$ cat src/rtl/lieat_exu_mdu_pkg.sv
// Shared definitions for the LIEAT multiply/divide unit: FSM states,
// op one-hot bit positions and the default datapath width.
package lieat_exu_mdu_pkg;

    localparam int unsigned MDU_XLEN_DEF = 32;

    localparam int unsigned OP_MUL    = 0;
    localparam int unsigned OP_MULH   = 1;
    localparam int unsigned OP_MULHSU = 2;
    localparam int unsigned OP_MULHU  = 3;
    localparam int unsigned OP_DIV    = 4;
    localparam int unsigned OP_DIVU   = 5;
    localparam int unsigned OP_REM    = 6;
    localparam int unsigned OP_REMU   = 7;

    typedef enum logic [1:0] {
        ST_IDLE = 2'd0,
        ST_CALC = 2'd1,
        ST_DONE = 2'd2
    } state_e;

endpackage

$ cat src/rtl/lieat_exu_mdu_signfix.sv
// Conditional two's-complement negate, used for operand magnitudes and
// for restoring the sign of the final product/quotient/remainder.
module lieat_mdu_signfix
    import lieat_exu_mdu_pkg::*;
#(
    parameter int unsigned XLEN = MDU_XLEN_DEF
) (
    input  logic [XLEN-1:0] din,
    input  logic            neg,
    output logic [XLEN-1:0] dout
);

    localparam logic [XLEN-1:0] ONE = {{(XLEN-1){1'b0}}, 1'b1};

    assign dout = neg ? ((~din) + ONE) : din;

endmodule

$ cat src/rtl/lieat_exu_mdu.sv
// Iterative RISC-V M-extension unit: radix-2 shift-add multiply and, when
// LIEAT_MDU_DIV_EN is defined, radix-2 restoring divide (otherwise div ops are illegal).
module lieat_exu_mdu
    import lieat_exu_mdu_pkg::*;
#(
    parameter int unsigned XLEN = MDU_XLEN_DEF
) (
    input  logic            clk,
    input  logic            rst_n,
    input  logic            mdu_req_valid,
    output logic            mdu_req_ready,
    input  logic [XLEN-1:0] mdu_req_op1,
    input  logic [XLEN-1:0] mdu_req_op2,
    input  logic [7:0]      mdu_req_op,
    input  logic            mdu_flush,
    output logic            mdu_rsp_valid,
    input  logic            mdu_rsp_ready,
    output logic [XLEN-1:0] mdu_rsp_res
);

    localparam int unsigned     CW       = $clog2(XLEN + 1);
    localparam logic [CW-1:0]   CNT_INIT = CW'(XLEN);
    localparam logic [CW-1:0]   CNT_ONE  = CW'(1);
    localparam logic [XLEN-1:0] XMIN     = {1'b1, {(XLEN-1){1'b0}}};

    state_e            state_q, state_d;
    logic [CW-1:0]     cnt_q;
    logic [2*XLEN-1:0] acc_q, acc_nxt;
    logic [XLEN-1:0]   b_q;
    logic              hi_q, rneg_q;
    logic [XLEN-1:0]   res_q;

    logic              accept, legal, fast;
    logic [XLEN-1:0]   fast_res;
    logic              sign_a, sign_b, a_neg, b_neg, rneg;
    logic [XLEN-1:0]   mag_a, mag_b;
    logic [XLEN:0]     mul_sum;
    logic [2*XLEN-1:0] fin_raw, fin_fix;
    logic [XLEN-1:0]   fin_res;

`ifdef LIEAT_MDU_DIV_EN
    logic              op_div_any, is_rem_op;
    logic              div_q, rem_q;
    logic [XLEN:0]     div_trial;
`endif

    assign mdu_req_ready = (state_q == ST_IDLE) && !mdu_flush;
    assign accept        = mdu_req_valid && mdu_req_ready;
    assign mdu_rsp_valid = (state_q == ST_DONE);
    assign mdu_rsp_res   = res_q;

    // ---------------- request decode ----------------
`ifdef LIEAT_MDU_DIV_EN
    assign legal      = $onehot(mdu_req_op);
    assign op_div_any = |mdu_req_op[OP_REMU:OP_DIV];
    assign is_rem_op  = mdu_req_op[OP_REM] || mdu_req_op[OP_REMU];
`else
    assign legal      = $onehot(mdu_req_op) && (mdu_req_op[OP_REMU:OP_DIV] == 4'b0000);
`endif

    assign sign_a = mdu_req_op[OP_MULH] || mdu_req_op[OP_MULHSU] ||
                    mdu_req_op[OP_DIV]  || mdu_req_op[OP_REM];
    assign sign_b = mdu_req_op[OP_MULH] || mdu_req_op[OP_DIV] || mdu_req_op[OP_REM];
    assign a_neg  = sign_a && mdu_req_op1[XLEN-1];
    assign b_neg  = sign_b && mdu_req_op2[XLEN-1];

`ifdef LIEAT_MDU_DIV_EN
    assign rneg = is_rem_op ? a_neg : (a_neg ^ b_neg);
`else
    assign rneg = a_neg ^ b_neg;
`endif

    lieat_mdu_signfix #(.XLEN(XLEN)) u_fix_a (
        .din  (mdu_req_op1),
        .neg  (a_neg),
        .dout (mag_a)
    );

    lieat_mdu_signfix #(.XLEN(XLEN)) u_fix_b (
        .din  (mdu_req_op2),
        .neg  (b_neg),
        .dout (mag_b)
    );

    always_comb begin
        fast     = !legal;
        fast_res = '0;
`ifdef LIEAT_MDU_DIV_EN
        if (legal && op_div_any && (mdu_req_op2 == '0)) begin
            fast     = 1'b1;
            fast_res = is_rem_op ? mdu_req_op1 : '1;
        end else if (legal && (mdu_req_op[OP_DIV] || mdu_req_op[OP_REM]) &&
                     (mdu_req_op1 == XMIN) && (mdu_req_op2 == '1)) begin
            fast     = 1'b1;
            fast_res = is_rem_op ? '0 : XMIN;
        end
`endif
    end

    // ---------------- iteration step ----------------
    // acc holds {partial product | remainder, multiplier | quotient} and
    // shifts one bit per cycle in opposite directions for mul and div.
    assign mul_sum = {1'b0, acc_q[2*XLEN-1:XLEN]} + (acc_q[0] ? {1'b0, b_q} : '0);

`ifdef LIEAT_MDU_DIV_EN
    assign div_trial = acc_q[2*XLEN-1:XLEN-1] - {1'b0, b_q};

    always_comb begin
        acc_nxt = {mul_sum, acc_q[XLEN-1:1]};
        if (div_q) begin
            if (div_trial[XLEN])
                acc_nxt = {acc_q[2*XLEN-2:0], 1'b0};
            else
                acc_nxt = {div_trial[XLEN-1:0], acc_q[XLEN-2:0], 1'b1};
        end
    end

    assign fin_raw = rem_q ? {{XLEN{1'b0}}, acc_nxt[2*XLEN-1:XLEN]} : acc_nxt;
`else
    assign acc_nxt = {mul_sum, acc_q[XLEN-1:1]};
    assign fin_raw = acc_nxt;
`endif

    // Negating the full double-width value keeps mulh/mulhsu high halves correct.
    lieat_mdu_signfix #(.XLEN(2*XLEN)) u_fix_res (
        .din  (fin_raw),
        .neg  (rneg_q),
        .dout (fin_fix)
    );

    assign fin_res = hi_q ? fin_fix[2*XLEN-1:XLEN] : fin_fix[XLEN-1:0];

    // ---------------- FSM ----------------
    always_ff @(posedge clk or negedge rst_n) begin
        if (!rst_n) state_q <= ST_IDLE;
        else        state_q <= state_d;
    end

    always_comb begin
        state_d = state_q;
        if (mdu_flush) begin
            state_d = ST_IDLE;
        end else begin
            case (state_q)
                ST_IDLE: if (accept) state_d = fast ? ST_DONE : ST_CALC;
                ST_CALC: if (cnt_q == CNT_ONE) state_d = ST_DONE;
                ST_DONE: if (mdu_rsp_ready) state_d = ST_IDLE;
                default: state_d = ST_IDLE;
            endcase
        end
    end

    // ---------------- datapath ----------------
    always_ff @(posedge clk or negedge rst_n) begin
        if (!rst_n) begin
            cnt_q  <= '0;
            acc_q  <= '0;
            b_q    <= '0;
            hi_q   <= 1'b0;
            rneg_q <= 1'b0;
            res_q  <= '0;
`ifdef LIEAT_MDU_DIV_EN
            div_q  <= 1'b0;
            rem_q  <= 1'b0;
`endif
        end else if (accept) begin
            cnt_q  <= CNT_INIT;
            acc_q  <= {{XLEN{1'b0}}, mag_a};
            b_q    <= mag_b;
            hi_q   <= mdu_req_op[OP_MULH] || mdu_req_op[OP_MULHSU] || mdu_req_op[OP_MULHU];
            rneg_q <= rneg;
`ifdef LIEAT_MDU_DIV_EN
            div_q  <= op_div_any;
            rem_q  <= is_rem_op;
`endif
            if (fast) res_q <= fast_res;
        end else if ((state_q == ST_CALC) && !mdu_flush) begin
            acc_q <= acc_nxt;
            cnt_q <= cnt_q - CNT_ONE;
            if (cnt_q == CNT_ONE) res_q <= fin_res;
        end
    end

endmodule

$ cat config.mk
export PLATFORM = sky130hd
export DESIGN_NAME = lieat_exu_mdu
export DESIGN_NICKNAME = d
export VERILOG_FILES = /design/src/rtl/lieat_exu_mdu_pkg.sv /design/src/rtl/lieat_exu_mdu_signfix.sv /design/src/rtl/lieat_exu_mdu.sv
export SDC_FILE = /design/constraint.sdc
export NUM_CORES = 1
export LEC_CHECK = 0
export ABC_AREA = 1
export BUFFER_PORTS_ARGS = -buffer_cell sky130_fd_sc_hd__buf_4
export CORE_MARGIN = 5
export CORE_UTILIZATION = 51
export CTS_CLUSTER_SIZE = 14
export DETAILED_ROUTE_END_ITERATION = 16
export PLACE_DENSITY = 0.7
export SYNTH_ARGS = -nofsm -noshare
export SYNTH_HDL_FRONTEND = slang
export SYNTH_HIERARCHICAL = 1
export SYNTH_SLANG_ARGS = --single-unit
$ cat constraint.sdc
create_clock -name clk -period 7.5 [get_ports clk]
set_input_delay 1.875 -clock clk [delete_from_list [all_inputs] [get_ports clk]]
set_output_delay 1.875 -clock clk [all_outputs]
set_load 0.02 [all_outputs]
[Word-level counts from Yosys, hierarchy flattened]
Index checks and enable logic that the tools add are counted.
Word-level totals
  word-level logic and storage cells: 69
  register bits after elaboration: 138
  input port bits: 77
  output and inout port bits: 34
Cells by class
  eq/ne operators: 8
  bitwise logic cells: 4
  reduce and logical (&&, ||, !) cells: 19
  mux-type cells: 19
  add/subtract/negate cells: 12
Operators by type and width (count)
  two-way mux 32 bit: 8
  two-way mux 64 bit: 3
  adder 32 x 1 -> 32 bit, second input constant: 2
  adder 64 x 1 -> 64 bit, second input constant: 1
  NOT 32 bit: 2
  NOT 64 bit: 1
  adder 32 x 32 -> 33 bit: 1
  two-way mux 6 bit: 2
  two-way mux 2 bit: 5
  adder 1 x 1 -> 2 bit: 4
  adder 2 x 2 -> 3 bit: 2
  == test 6 x 1 -> 1 bit, second input constant: 1
  logical AND 1 bit: 6
  logical OR 1 bit: 6
  != test 3 bit, second input constant: 2
  case mux 2 bit (3 select lines): 1
  AND reduction 3 bit: 2
  subtractor 6 x 1 -> 6 bit, second input constant: 1
  adder 3 x 3 -> 4 bit: 1
  == test 4 x 1 -> 1 bit, second input constant: 1
  logical NOT 4 bit: 1
  nonzero test 2 bit: 2
  != test 3 x 2 -> 1 bit, second input constant: 1
  == test 2 x 1 -> 1 bit, second input constant: 1
  5 further kinds: 5

[Logic depth before layout (Yosys ltp)]
Gate-level depths: netlist of the first run.
  word-level depth: 9
  mapped depth: 29
  gate-level depth less buffers: 27

[By module]
The synthesis of the first run kept the hierarchy.
By module, submodules not included
  lieat_exu_mdu: times used 1, area each 8833.5 um2, cells each 1270, seq. area each 3453.3 um2
  lieat_mdu_signfix (u_fix_res): times used 1, area each 2466.1 um2, cells each 498, seq. area each 0.0 um2
  lieat_mdu_signfix (u_fix_a ...): times used 2, area each 1108.6 um2, cells each 227, seq. area each 0.0 um2

[Worst setup path before layout of the first run]
OpenSTA, ideal clock, no wires.
  path kind: input to register
  from: input port mdu_req_op[0]
  to: register res_q[10] (netlist: mdu_rsp_res[10])
  setup time: 95 ps
  stages: 17
  path slack: 2694 ps
  required time: 7405 ps
  path buffers: 1
  data arrival time: 4710 ps
  cell sequence: inv_1 fa_1 fa_1 fa_1 inv_1 ha_1 inv_1 fa_1 nand2_1 nor2_1 o2111ai_1 nand2_1 nand2_1 inv_2 buf_6 nand2_1 o31ai_1
Between the ends
  cells in the longest elaborated chain, start to end: 7
RTL lines
  from (decl): RTL line lieat_exu_mdu.sv:14  | input logic [7:0] mdu_req_op,
  adder 1 x 1 -> 2 bit (not written as such): RTL line lieat_exu_mdu.sv:58  | assign legal = $onehot(mdu_req_op) && (mdu_req_op[OP_REMU:OP_DIV] == 4'b0000);
  adder 2 x 2 -> 3 bit (not written as such): RTL line lieat_exu_mdu.sv:58
  adder 3 x 3 -> 4 bit (not written as such): RTL line lieat_exu_mdu.sv:58
  == test 4 x 1 -> 1 bit: RTL line lieat_exu_mdu.sv:58
  logical AND 1 bit: RTL line lieat_exu_mdu.sv:58
  != test 2 bit (no line)
  AND reduction 3 bit (no line)
  to (signal assigned): RTL line lieat_exu_mdu.sv:176  | if (fast) res_q <= fast_res;
  to (signal assigned): RTL line lieat_exu_mdu.sv:180  | if (cnt_q == CNT_ONE) res_q <= fin_res;
  to (decl): RTL line lieat_exu_mdu.sv:31  | logic [XLEN-1:0] res_q;
Every way passes these cells.
A chain may end at the register's enable or synchronous reset.

[Final worst setup path of the first run]
  from: input port mdu_req_op[1]
  to: register res_q[9] (netlist: mdu_rsp_res[9])
Same word-level chain as after synthesis.

==> results.json, run 1 <==
{
  "synth_area_leader_cell": "dfrtp_1",
  "initial_core_util_pct": 51.9,
  "synth-async-reset-ratio_pct": 100,
  "crit_chain": "buf_4 -> inv_1 -> fa_1 -> fa_1 -> fa_1 -> inv_1 -> ha_1 -> inv_1 -> fa_1 -> nand2_1 -> nor2_1 -> o2111ai_1 -> nand2_1 -> nand2_1 -> inv_2 -> nand2_1 -> o31ai_1",
  "area_delta_synth_final_pct": 12.2,
  "critical_path_required_ns": 7.84,
  "critPathKind": "primary input to register",
  "ant_nets": 0,
  "finalPower_mw": 3.06,
  "clkSinkCount": 138,
  "rsz0062_at_grt": "no",
  "leakagePower_nw": 8.47,
  "drt-pass1-iter-count": 8,
  "fin_skew_ns": 0.0159,
  "ir_drop_v": 0.000156,
  "grt_overflow": 0,
  "setup_tns_ns": 0,
  "synthTopCellsByArea": "dfrtp_1 26%, nand2_1 25%, nor2_1 8.3%",
  "end_kind": "register",
  "clkTransAtPathRegs_ns": 0.06,
  "fin_area_um2": 15200,
  "finalMaxSlewViolations": 0,
  "finalWeightedCongestion": 1.02,
  "drive_gt1_share_pct": 11.9,
  "setup_violations": 0,
  "crit_fanout": 33,
  "layout_commonest_cell": "nand2_1",
  "insertedDiodeCount": 0,
  "place_ws_ns": 2.03,
  "synth_seq_cells": 138,
  "via_per_inst": 5.32,
  "clkLatencyLatePin_ns": 0.44,
  "core_um2": 26100,
  "final_cells": 2651,
  "mostFrequentLayoutCells": "887 x nand2_1, 299 x nor2_1, 278 x inv_1",
  "synthFlopType": "dfrtp_1",
  "post_cts_buffers": 0,
  "yosys_warnings": 6,
  "port_buffers": 110,
  "start_kind": "primary input",
  "antenna_found_initial": 0,
  "vias": 14100,
  "drt-total-wl_um": 45500,
  "die_x_um": 173,
  "drtIter0Drc": 1139,
  "cpMaxStageDelayCell": "fa_1",
  "status": "finished, final reports clean",
  "grt_pass1_wl_um": 72300,
  "dieArea_um2": 29900,
  "track_usage_pct": 29.9,
  "fin_util_pct": 58.2,
  "synthesis.area_um2": 13500,
  "placed_cells": 2619,
  "drc": 0,
  "hold_viol_final": 0,
  "syn_avg_cell_area_um2": 6.08,
  "layout.nets": 2425,
  "period_share_pct": 67.5,
  "synth_edf_count": 0,
  "cts_tree": "done",
  "hp-class": "register to register",
  "syn-instance-count": 2222,
  "max_stage_delay_ns": 0.51,
  "max_freq_ghz": 0.198,
  "grt_pass1_vias": 13516,
  "num_rows": 59,
  "place_hpwl_um": 37100,
  "grt_max_degree": 75,
  "fin_ws_ns": 2.44,
  "slew_headroom_pct": 26.9,
  "die_h_um": 173,
  "cp_data_arrival_time_ns": 5.41,
  "cts-resized-gates": 0,
  "yosysSeqAreaShare_pct": 25.5,
  "numCtsBuffers": 17,
  "wl_per_cell_um": 17.2,
  "ios": 111,
  "htree_levels": 4,
  "cap_violations": 0,
  "yosysTopAreaCellShare_pct": 25.5,
  "synth_cell_type_count": 47,
  "cp_top_family": "adder cells",
  "clk_path_buf_depth": 2,
  "fin_crit_ns": 5.06,
  "dpl-instance-area_um2": 14500,
  "cts_root_buffer": "clkbuf_16",
  "worstMarginPinSlew_ns": 1.09,
  "hold_buffers": 0,
  "fill_cells": 2658,
  "critPathBufInv": 5,
  "syn_nets": 2344,
  "powerDensity_nw_per_um2": 201,
  "holdWs_ns": 0.471
}
-- synthesized netlist by cell type (3+ instances only) --
library cell  instances
a21oi_1              33
nand2_2              26
nand3b_1             12
nor2_8                5
o21ai_4               6
buf_2                23
buf_6                 6
nand3_4               3
fa_1                  5
o21ai_0              41
nand2_1             887
nand4_1              24
nand3_2               3
nand2_4               5
nor2_4               22
inv_2                12
a22oi_1              30
o211ai_1              3
nand3_1             110
dfrtp_1             138
nor2_2               26
o31ai_1              32
and2_1               16
o21bai_1              3
o21ai_2               5
xor2_1               33
ha_1                 40
o21ai_1               7
xor2_2                5
nor3_2                4
nor2_1              299
xnor2_1              37
buf_4                 9
clkbuf_1             17
inv_1               278
-- area by class of cell --
type	instances	area, um^2	area share, %
multi-input cells	1735	8640	57.0
clock buffers	21	460	3.04
repair buffers	119	897	5.91
clock inverters	11	193	1.27
flip-flops and latches	138	3450	22.8
well taps	335	419	2.76
inverters	292	1110	7.29
-- power by group --
part,internal [mW],leakage [nW],switching (mW),total [mW]
logic,0.362,6.34,0.818,1.18
registers,0.821,1.82,0.0991,0.920
clock network,0.608,0.313,0.348,0.956
-- path summary, 6_finish.rpt --
check	from	end	slack, ns	depth (start not counted)
min reg2reg	b_q[27]$_DFFE_PN0P_	b_q[27]$_DFFE_PN0P_	0.47	2
max reg2reg	acc_q[0]$_DFFE_PN0P_	mdu_rsp_res[14]$_DFFE_PN0P_	3.43	22
min in group asynchronous	rst_n	state_q[0]$_DFFE_PN0P_	1.41	1
min	b_q[27]$_DFFE_PN0P_	b_q[27]$_DFFE_PN0P_	0.47	2
max	mdu_req_op[1]	mdu_rsp_res[9]$_DFFE_PN0P_	2.44	17
max in group asynchronous	rst_n	rneg_q$_DFFE_PN0P_	4.59	2
-- metal layers --
| metal | routed length [um] | up-vias | track usage [%] | part of all wire [%] |
|---|---|---|---|---|
| met5 | 0 | - | 0 | 0 |
| met4 | 2090 | 0 | 12.3 | 4.6 |
| met3 | 2380 | 116 | 4.26 | 5.2 |
| met2 | 21600 | 446 | 50.5 | 48 |
| met1 | 19400 | 6513 | 38.4 | 43 |
| li1 | - | 7025 | - | - |
-- sequential cells by signal, summed over array words and instances, names as in the netlist --
name,count
b_q,32
state_q,2
hi_q,1
rneg_q,1
cnt_q,6
acc_q,64
mdu_rsp_res,32
-- worst register-to-register path, cell delays in order (launching register included) --
cell and delay, ns:
dfrtp_1 0.32, buf_4 0.33, nand2_1 0.11, inv_1 0.07, ha_1 0.16, inv_1 0.06
fa_1 0.43, inv_1 0.09, nand3_1 0.06, nand3_1 0.17, nand3_1 0.10, nand3_1 0.22
nand2_1 0.08, and2_4 0.19, nor2_1 0.14, nand2_1 0.12, nor2_1 0.16, nand2_1 0.07
o21ai_1 0.26, nand2_1 0.11, xor2_1 0.36, nor2_1 0.10, o31ai_1 0.25
-- logic make-up after synthesis --
kind of cell             Yosys count  share of synthesized area [%]
AND/OR/NAND/NOR                 1449                           46.2
buffers and inverters            349                           10.6
AO/OA/AOI/OAI                    166                           8.16
flip-flops                       138                           25.5
XOR/XNOR                          75                           5.14
adder cells (fa/ha/maj)           45                           4.44
Power figures use the tool's default switching activity.
==> inputs of run 2 (changes only) <==
--- a/config.mk
+++ b/config.mk
@@ -11,7 +11,7 @@
 export CORE_UTILIZATION = 51
 export CTS_CLUSTER_SIZE = 14
 export DETAILED_ROUTE_END_ITERATION = 16
-export PLACE_DENSITY = 0.7
+export PLACE_DENSITY = 0.72
 export SYNTH_ARGS = -nofsm -noshare
 export SYNTH_HDL_FRONTEND = slang
 export SYNTH_HIERARCHICAL = 1
==> constraint.sdc (replaced) <==
create_clock -name clk -period 4.1 [get_ports clk]
set_input_delay 1.025 -clock clk [delete_from_list [all_inputs] [get_ports clk]]
set_output_delay 1.025 -clock clk [all_outputs]
set_load 0.02 [all_outputs]
==> results.json, run 2 (synthesis gave the netlist of run 1 again) <==
{
  "final_cells": 2672,
  "r2r-end": "mdu_rsp_res[28]$_DFFE_PN0P_",
  "fin_skew_ns": 0.0149,
  "powerDensity_nw_per_um2": 365,
  "holdCritStartpoint": "b_q[23]$_DFFE_PN0P_",
  "ff2ff_setup_slack_ns": 0.31,
  "grt_pass1_vias": 13656,
  "min_path_cells": 2,
  "core_um2": 26100,
  "rsz0062_at_grt": "no",
  "ir_drop_v": 0.000223,
  "drc": 0,
  "ant_nets": 0,
  "place_ws_ns": -0.238,
  "wl_per_cell_um": 17.1,
  "clkTransAtPathRegs_ns": 0.06,
  "fill_cells": 2676,
  "antenna_found_initial": 0,
  "hold_viol_final": 0,
  "numCtsBuffers": 17,
  "finalMaxSlewViolations": 0,
  "clkLatencyLatePin_ns": 0.43,
  "critical_path_required_ns": 4.42,
  "grt_pass1_wl_um": 72000,
  "min_to": "b_q[23]$_DFFE_PN0P_",
  "grt_overflow": 0,
  "area_delta_synth_final_pct": 14.0,
  "crit_fanout": 7,
  "layout_commonest_cell": "nand2_1",
  "fin_util_pct": 59.2,
  "cp_data_arrival_time_ns": 4.27,
  "cts_root_buffer": "clkbuf_16",
  "critPathKind": "primary input to register",
  "end_kind": "register",
  "num_rows": 59,
  "place_hpwl_um": 37000,
  "clkSinkCount": 138,
  "die_x_um": 173,
  "start_kind": "primary input",
  "hp-class": "register to register",
  "insertedDiodeCount": 0,
  "r2r-start": "acc_q[0]$_DFFE_PN0P_",
  "layout.nets": 2446,
  "die_h_um": 173,
  "regMostFlops": "acc_q",
  "dpl-instance-area_um2": 14700,
  "port_buffers": 110,
  "placed_cells": 2637,
  "fin_area_um2": 15400,
  "grt_max_degree": 65,
  "setup_violations": 0,
  "post_cts_buffers": 0,
  "dieArea_um2": 29900,
  "mostFrequentLayoutCells": "886 x nand2_1, 298 x nor2_1, 278 x inv_1",
  "initial_core_util_pct": 51.9,
  "hold_buffers": 0,
  "drive_gt1_share_pct": 13.0,
  "rr_worst_depth": 25,
  "largest_reg_flops": 64,
  "period_share_pct": 96.2,
  "clk_path_buf_depth": 2,
  "finalWeightedCongestion": 1.00,
  "ios": 111,
  "vias": 14225,
  "via_per_inst": 5.32,
  "cts_tree": "done",
  "slew_headroom_pct": 30.6,
  "leakagePower_nw": 8.61,
  "fin_crit_ns": 3.94,
  "htree_levels": 4,
  "drt-total-wl_um": 45600,
  "track_usage_pct": 29.8,
  "fin_ws_ns": 0.155,
  "holdWs_ns": 0.471,
  "max_freq_ghz": 0.254,
  "drt-pass1-iter-count": 5,
  "worstMarginPinSlew_ns": 1.04,
  "drtIter0Drc": 1204,
  "status": "finished, final reports clean",
  "cap_violations": 0
}
==> run 2: cell types whose count changed in the layout (fill, tap and decap cells not counted), sizes merged <==
| cell | change |
|---|---|
| bufinv | -1 |
| inv | +2 |
| clkinv | -1 |
| clkbuf | +1 |
| clkinvlp | +1 |
| buf | +19 |
==> run 2: routing by layer <==
metal	vias to the layer above	GRT usage, %	routed length [um]	part of all wire, %
met3	101	4.48	2740	6.0
met5	-	0	0	0
met1	6602	38.3	19500	43
met4	0	11.8	1890	4.2
met2	459	50.4	21500	47
li1	7063	-	-	-
==> run 2: critical path: stages <==
cell and delay [ns]:
buf_4 0.11, inv_1 0.07, fa_1 0.44, fa_1 0.54, fa_1 0.41, inv_1 0.06
ha_1 0.15, inv_1 0.06, fa_1 0.48, nand2_1 0.06, nor2_2 0.12, o2111ai_2 0.14
nand2_1 0.10, nand2_2 0.07, clkinv_4 0.13, clkbuf_16 0.16, nand2_1 0.05, o31ai_1 0.07
==> run 2: how the worst max path moves through the flow <==
stage                                              to  cells after the start          start
after floorplan           mdu_rsp_res[10]$_DFFE_PN0P_                     17  mdu_req_op[0]
after global placement    mdu_rsp_res[14]$_DFFE_PN0P_                     18  mdu_req_op[1]
after detailed placement  mdu_rsp_res[13]$_DFFE_PN0P_                     18  mdu_req_op[1]
after CTS                 mdu_rsp_res[29]$_DFFE_PN0P_                     18  mdu_req_op[1]
after global routing      mdu_rsp_res[13]$_DFFE_PN0P_                     18  mdu_req_op[3]
final                     mdu_rsp_res[13]$_DFFE_PN0P_                     18  mdu_req_op[1]
==> run 2: what timing repair did <==
item,in CTS,in global routing
setup endpoints to repair,0,18
gates resized for setup,0,8
hold endpoints to repair,0,0
==> run 2: final cells by class <==
type	count	area, um^2	share of cell area (%)
multi-input combinational	1735	8660	56.2
sequential	138	3450	22.4
timing repair buffer	140	1120	7.26
inverter	292	1110	7.21
clock buffer	20	467	3.03
tap	335	419	2.72
clock inverter	12	186	1.21
==> run 2: power breakdown <==
part	internal, mW	total (mW)	leakage, nW	switching, mW
sequential	1.50	1.70	1.82	0.204
combinational	0.688	2.19	6.48	1.50
clock	1.08	1.74	0.310	0.661
total	3.26	5.63	8.61	2.36
==> run 2: per-stage QoR <==
step	TNS, ns	power [mW]
after CTS	0	5.59
after global placement	-3.63	3.83
final	0	5.63
after floorplan	0	3.12
after global routing	0	5.94
after detailed placement	-6.69	3.84
